**src/rtl/eth_lpbk_switch.sv**
```systemverilog
// Loopback switch in front of the MAC tx port: forwards either the oran source
// or the MAC rx stream to tx, switching only on packet boundaries.
module eth_lpbk_switch #(
  parameter int DATA_W     = 64,
  parameter int USER_W     = 31,
  parameter int DROP_UNSEL = 1,
  localparam int KEEP_W    = DATA_W / 8
) (
  input  logic              clk,
  input  logic              rst,
  input  logic              lpbk_req,
  input  logic [DATA_W-1:0] oran_if_tx_tdata,
  input  logic [KEEP_W-1:0] oran_if_tx_tkeep,
  input  logic              oran_if_tx_tvalid,
  input  logic              oran_if_tx_tlast,
  input  logic [USER_W-1:0] oran_if_tx_tuser,
  output logic              oran_if_tx_tready,
  input  logic [DATA_W-1:0] eth_core_rx_tdata,
  input  logic [KEEP_W-1:0] eth_core_rx_tkeep,
  input  logic              eth_core_rx_tvalid,
  input  logic              eth_core_rx_tlast,
  input  logic [USER_W-1:0] eth_core_rx_tuser,
  output logic              eth_core_rx_tready,
  output logic [DATA_W-1:0] eth_core_tx_tdata,
  output logic [KEEP_W-1:0] eth_core_tx_tkeep,
  output logic              eth_core_tx_tvalid,
  output logic              eth_core_tx_tlast,
  output logic [USER_W-1:0] eth_core_tx_tuser,
  input  logic              eth_core_tx_tready,
  output logic              lpbk_active,
  output logic [31:0]       lpbk_pkt_cnt,
  output logic [31:0]       drop_pkt_cnt
);

  typedef enum logic {NORM = 1'b0, LPBK = 1'b1} state_t;

  state_t            state, state_nxt;
  logic              oran_in_pkt, rx_in_pkt;
  logic              oran_pkt_nxt, rx_pkt_nxt;
  logic              oran_acc, rx_acc;
  logic              vld_p0;
  logic [DATA_W-1:0] tdata_p0;
  logic [KEEP_W-1:0] tkeep_p0;
  logic              tlast_p0;
  logic [USER_W-1:0] tuser_p0;
  logic              skid_vld;
  logic [DATA_W-1:0] skid_tdata;
  logic [KEEP_W-1:0] skid_tkeep;
  logic              skid_tlast;
  logic [USER_W-1:0] skid_tuser;
  logic [31:0]       lpbk_cnt, drop_cnt;

  always_ff @(posedge clk) begin
    if (rst) state <= NORM;
    else     state <= state_nxt;
  end

  // Boundary test uses the in-packet flags as they will be after this cycle's
  // acceptances, so a tlast accepted now lets the switch happen next cycle.
  always_comb begin
    oran_acc     = oran_if_tx_tvalid & oran_if_tx_tready;
    rx_acc       = eth_core_rx_tvalid & eth_core_rx_tready;
    oran_pkt_nxt = oran_acc ? ~oran_if_tx_tlast : oran_in_pkt;
    rx_pkt_nxt   = rx_acc ? ~eth_core_rx_tlast : rx_in_pkt;
    state_nxt    = state;
    if (!oran_pkt_nxt && !rx_pkt_nxt) state_nxt = lpbk_req ? LPBK : NORM;
  end

  always_comb begin
    oran_if_tx_tready  = 1'b0;
    eth_core_rx_tready = 1'b0;
    if (!rst) begin
      if (state == LPBK) begin
        eth_core_rx_tready = ~skid_vld;
      end else begin
        oran_if_tx_tready  = ~skid_vld;
        eth_core_rx_tready = (DROP_UNSEL != 0);
      end
    end
  end

  // p0: selected source beat; rx beats accepted in NORM are dropped here
  always_comb begin
    if (state == LPBK) begin
      vld_p0   = rx_acc;
      tdata_p0 = eth_core_rx_tdata;
      tkeep_p0 = eth_core_rx_tkeep;
      tlast_p0 = eth_core_rx_tlast;
      tuser_p0 = eth_core_rx_tuser;
    end else begin
      vld_p0   = oran_acc;
      tdata_p0 = oran_if_tx_tdata;
      tkeep_p0 = oran_if_tx_tkeep;
      tlast_p0 = oran_if_tx_tlast;
      tuser_p0 = oran_if_tx_tuser;
    end
  end

  // p1: output register backed by a skid register
  always_ff @(posedge clk) begin
    if (rst) begin
      oran_in_pkt        <= 1'b0;
      rx_in_pkt          <= 1'b0;
      lpbk_cnt           <= 32'd0;
      drop_cnt           <= 32'd0;
      skid_vld           <= 1'b0;
      eth_core_tx_tvalid <= 1'b0;
      eth_core_tx_tdata  <= '0;
      eth_core_tx_tkeep  <= '0;
      eth_core_tx_tlast  <= 1'b0;
      eth_core_tx_tuser  <= '0;
    end else begin
      oran_in_pkt <= oran_pkt_nxt;
      rx_in_pkt   <= rx_pkt_nxt;
      if (rx_acc && eth_core_rx_tlast) begin
        if (state == LPBK) lpbk_cnt <= lpbk_cnt + 32'd1;
        else               drop_cnt <= drop_cnt + 32'd1;
      end
      if (!eth_core_tx_tvalid || eth_core_tx_tready) begin
        if (skid_vld) begin
          eth_core_tx_tvalid <= 1'b1;
          eth_core_tx_tdata  <= skid_tdata;
          eth_core_tx_tkeep  <= skid_tkeep;
          eth_core_tx_tlast  <= skid_tlast;
          eth_core_tx_tuser  <= skid_tuser;
          skid_vld           <= 1'b0;
        end else begin
          eth_core_tx_tvalid <= vld_p0;
          if (vld_p0) begin
            eth_core_tx_tdata <= tdata_p0;
            eth_core_tx_tkeep <= tkeep_p0;
            eth_core_tx_tlast <= tlast_p0;
            eth_core_tx_tuser <= tuser_p0;
          end
        end
      end else if (vld_p0) begin
        skid_vld <= 1'b1;
      end
    end
  end

  always_ff @(posedge clk) begin
    if (eth_core_tx_tvalid && !eth_core_tx_tready && vld_p0 && !skid_vld) begin
      skid_tdata <= tdata_p0;
      skid_tkeep <= tkeep_p0;
      skid_tlast <= tlast_p0;
      skid_tuser <= tuser_p0;
    end
  end

  assign lpbk_active  = (state == LPBK);
  assign lpbk_pkt_cnt = lpbk_cnt;
  assign drop_pkt_cnt = drop_cnt;

endmodule

```
**config.mk**
```make
export PLATFORM = sky130hd
export DESIGN_NAME = eth_lpbk_switch
export DESIGN_NICKNAME = d
export VERILOG_FILES = /design/src/rtl/eth_lpbk_switch.sv
export SDC_FILE = /design/constraint.sdc
export NUM_CORES = 1
export LEC_CHECK = 0
export ABC_AREA = 1
export BUFFER_PORTS_ARGS = -buffer_cell sky130_fd_sc_hd__buf_2
export CORE_ASPECT_RATIO = 0.9
export CORE_UTILIZATION = 48
export CTS_CLUSTER_DIAMETER = 40
export DETAILED_ROUTE_END_ITERATION = 10
export PLACE_DENSITY_LB_ADDON = 0.15
export SETUP_SLACK_MARGIN = 0.05
export SLEW_MARGIN = 20
export SYNTH_ARGS = -nofsm -noshare
export SYNTH_HDL_FRONTEND = slang
export SYNTH_SLANG_ARGS = --single-unit
```
**constraint.sdc**
```tcl
create_clock -name clk -period 6.3 [get_ports clk]
set_clock_uncertainty 0.1 [all_clocks]
set_input_delay 0.63 -clock clk [delete_from_list [all_inputs] [get_ports clk]]
set_output_delay 0.63 -clock clk [all_outputs]
set_load 0.02 [all_outputs]
```
==> impl_metrics.env <==
export IMPL_synth_xor_area_share_pct=0.518
export IMPL_initial_core_util_pct=49.5
export IMPL_finalNetCount=2389
export IMPL_post_synth_num_cell_types=35
export IMPL_timing_setup_critical_path_class="flop to flop"
export IMPL_floorplan_die_width_um=179
export IMPL_power_density_nw_per_um2=302
export IMPL_synth_simple_gate_area_share_pct=30.8
export IMPL_yosys_area_top_type_share_pct=25.6
export IMPL_period_share_pct=62.9
export IMPL_avgRoutedWirePerCell_um=16.1
export IMPL_clock_tree_from_tritoncts="built"
export IMPL_pre_cts_ws_ps=2320
export IMPL_ctsRootBufferMaster="sky130_fd_sc_hd__clkbuf_16"
export IMPL_cts_sinks=277
export IMPL_async_flop_share_pct=0
export IMPL_synth_edf_count=104
export IMPL_cts_htree_levels=2
export IMPL_timing_hold_ws_ps=299
export IMPL_die_h_um=161
export IMPL_first_iter_violations=998
export IMPL_postSynthAreaPerCell_um2=7.31
export IMPL_fin_setup_tns_ps=0
export IMPL_io_pins=386
export IMPL_status="complete, no violations"
export IMPL_place_port_buffers=385
export IMPL_globalplace_congestion=0.885
export IMPL_detailed_place_hpwl_um=27500
export IMPL_cts_post_setup_buffers_inserted=0
export IMPL_total_vias_in_the_final_route=13772
export IMPL_postRouteAntennaNets=0
export IMPL_critical_path_slowest_cell="sky130_fd_sc_hd__clkinv_2"
export IMPL_vias_per_cell=5.37
export IMPL_path_delay_family="buffers and inverters"
export IMPL_required_ps=6610
export IMPL_power_static_leakage_uw=0.00777
export IMPL_postSynthCellCount=1850
export IMPL_worst_stage_delay_on_the_critical_path_ps=800
export IMPL_timing_critical_path_from_type="flop"
export IMPL_drcViolationCount=0
export IMPL_setup_violations=0
export IMPL_timing_slew_headroom_pct=33.0
export IMPL_mappedNetlistArea_um2=13500
export IMPL_ffs_latches_synth=277
export IMPL_layout_filler_cells=2566
export IMPL_layout_drive_gt1_share_pct=22.2
export IMPL_dpl_instance_area_um2=15400
export IMPL_synth_seq_area_share_pct=48.7
export IMPL_post_synth_main_area_contributors="sky130_fd_sc_hd__dfxtp_1 26%, sky130_fd_sc_hd__edfxtp_1 23%, sky130_fd_sc_hd__nand2_1 16%"
export IMPL_synthMuxAreaShare_pct=0.0740
export IMPL_max_cap_viols=0
export IMPL_firstDrtPassIters=5
export IMPL_number_of_global_route_vias_before_repair=12576
export IMPL_final_period_minus_worst_setup_slack_ps=3960
export IMPL_final_design_area_no_fill_um2=16900
export IMPL_syn_nets=2066
export IMPL_grt_start_max_net_pins=151
export IMPL_path_category_of_the_worst_min_delay_check="primary input to flop"
export IMPL_cts_buffers=42
export IMPL_critical_path_cell_chain="clkinv_2 > o21ai_2 > inv_2 > nand2_8 > buf_4 > nand3_1 > nand2_1 > nor2_1"
export IMPL_endpoint_kind="flop"
export IMPL_worst_ep_arrival_time_ps=4270
export IMPL_grt_setup_unrepaired="no"
export IMPL_min_setup_slack_post_route_ps=2340
export IMPL_ys_warn_count=0
export IMPL_grt_antenna_before_repair=7
export IMPL_placementRows=57
export IMPL_placeableCoreArea_um2=27300
export IMPL_yosys_area_share_adder_pct=0.185
export IMPL_source_to_sink_clock_delay_at_the_later_pin_of_the_worst_skew_pair_ps=510
export IMPL_synth_top_cells_by_count="575 x sky130_fd_sc_hd__nand2_1, 326 x sky130_fd_sc_hd__a21oi_1, 253 x sky130_fd_sc_hd__nor2_1"
export IMPL_power_uw=5100
export IMPL_yosys_area_top_type="sky130_fd_sc_hd__dfxtp_1"
export IMPL_gr_total_overflow=0
export IMPL_postCtsResizedCells=0
export IMPL_synth_top_family_by_area="simple AND/OR/NAND/NOR gates"
export IMPL_grt_use_total_pct=27.8
export IMPL_clock_pin_slew_on_the_worst_setup_and_hold_paths_ps=60
export IMPL_crit_buf_inv=3
export IMPL_synth_most_common_cell="sky130_fd_sc_hd__nand2_1"
export IMPL_yosys_most_used_dff="sky130_fd_sc_hd__dfxtp_1"
export IMPL_peakVddDrop_v=0.000200
export IMPL_final_number_of_hold_violating_endpoints=0
export IMPL_wl_um=41200
export IMPL_die_area_um2=28800
export IMPL_grt_pass1_wl_um=64200
export IMPL_cts_hold_repair_buffers=0
export IMPL_synth_compound_gate_area_share_pct=13.5
export IMPL_timing_worst_slew_pin_value_ps=1000
export IMPL_max_clock_freq_mhz=252
export IMPL_area_growth_pct=25.0
export IMPL_max_clock_buf_depth=3
export IMPL_maxSlewViolCount=0
export IMPL_crit_path_max_fanout=150
## path summary, 6_finish.rpt
| path | startpoint | depth (start not counted) | endpoint | slack [ps] |
|---|---|---|---|---|
| worst max-delay path | lpbk_active | 8 | eth_core_tx_tdata[49] | 2340 |
| worst min-delay path | oran_if_tx_tdata[15] | 3 | skid_tdata[15] | 300 |
| worst max register to register | lpbk_active | 8 | eth_core_tx_tdata[49] | 2340 |
| worst min register to register | eth_core_tx_tuser[1] | 2 | eth_core_tx_tuser[1] | 370 |
## where the power goes
group | internal (µW) | switching [µW]
sequential | 1950 | 58.2
clock | 1540 | 848
combinational | 246 | 460
## sequential cells by signal, indices dropped and copies added (netlist names), 8 cells and up
signal and cells:
eth_core_tx_tdata 64, lpbk_pkt_cnt 32, drop_pkt_cnt 32, skid_tkeep 8, eth_core_tx_tkeep 8, skid_tdata 64, skid_tuser 31, eth_core_tx_tuser 31
## metal layers
layer,vias up,track usage (%),wire (µm)
li1,6765,-,-
met1,6289,37.2,17400
met2,625,44.5,19000
met3,91,4.71,3330
met4,2,11.5,1480
met5,-,0,13
## per-stage QoR
stage | utilization [%] | std cells
final | 61.9 | 2566
after detailed placement | 56.5 | 2483
after floorplan | - | 1850
after global routing | 61.9 | 2566
after global placement | 56.5 | 2483
after CTS | 61.8 | 2560
## cell families after synthesis
kind of cell,count (synthesis)
xor gates and xnor gates,8
and+or+nand+nor,1022
adders and majority gates,2
AOI/OAI and AO/OA,355
buffers and inverters,185
DFF,277
muxes,1
## cell type report
cell class / instances / area (µm²) / area share, %
Timing Repair Buffer: 394 / 2010 / 11.9
Clock buffer: 56 / 1190 / 7.02
Sequential cell: 277 / 6590 / 39.0
Inverter: 70 / 272 / 1.61
Antenna cell: 6 / 15.0 / 0.0888
Tap cell: 354 / 443 / 2.62
Clock inverter: 21 / 258 / 1.52
Multi-Input combinational cell: 1388 / 6130 / 36.2
## cell usage in the layout (no fill, tap or decap), types with 4 or more instances in the layout
cell type	n
sky130_fd_sc_hd__bufinv_16	5
sky130_fd_sc_hd__clkbuf_8	4
sky130_fd_sc_hd__inv_1	66
sky130_fd_sc_hd__nand2_1	575
sky130_fd_sc_hd__buf_2	385
sky130_fd_sc_hd__nor2_1	252
sky130_fd_sc_hd__a21oi_2	9
sky130_fd_sc_hd__nand3_1	148
sky130_fd_sc_hd__clkinv_2	8
sky130_fd_sc_hd__o21ai_0	13
sky130_fd_sc_hd__clkbuf_16	44
sky130_fd_sc_hd__buf_4	6
sky130_fd_sc_hd__xor2_1	6
sky130_fd_sc_hd__nor3_1	11
sky130_fd_sc_hd__dfxtp_1	171
sky130_fd_sc_hd__edfxtp_1	104
sky130_fd_sc_hd__inv_6	5
sky130_fd_sc_hd__diode_2	6
sky130_fd_sc_hd__nand4_1	19
sky130_fd_sc_hd__clkbuf_1	8
sky130_fd_sc_hd__nor2_2	4
sky130_fd_sc_hd__a21oi_1	326
## worst min-delay path, delay by kind of cell
family,cells,cell delay [ps]
buffers and inverters,1,70
and+or+nand+nor,2,110
No activity file was read; power rests on OpenSTA's default activity.
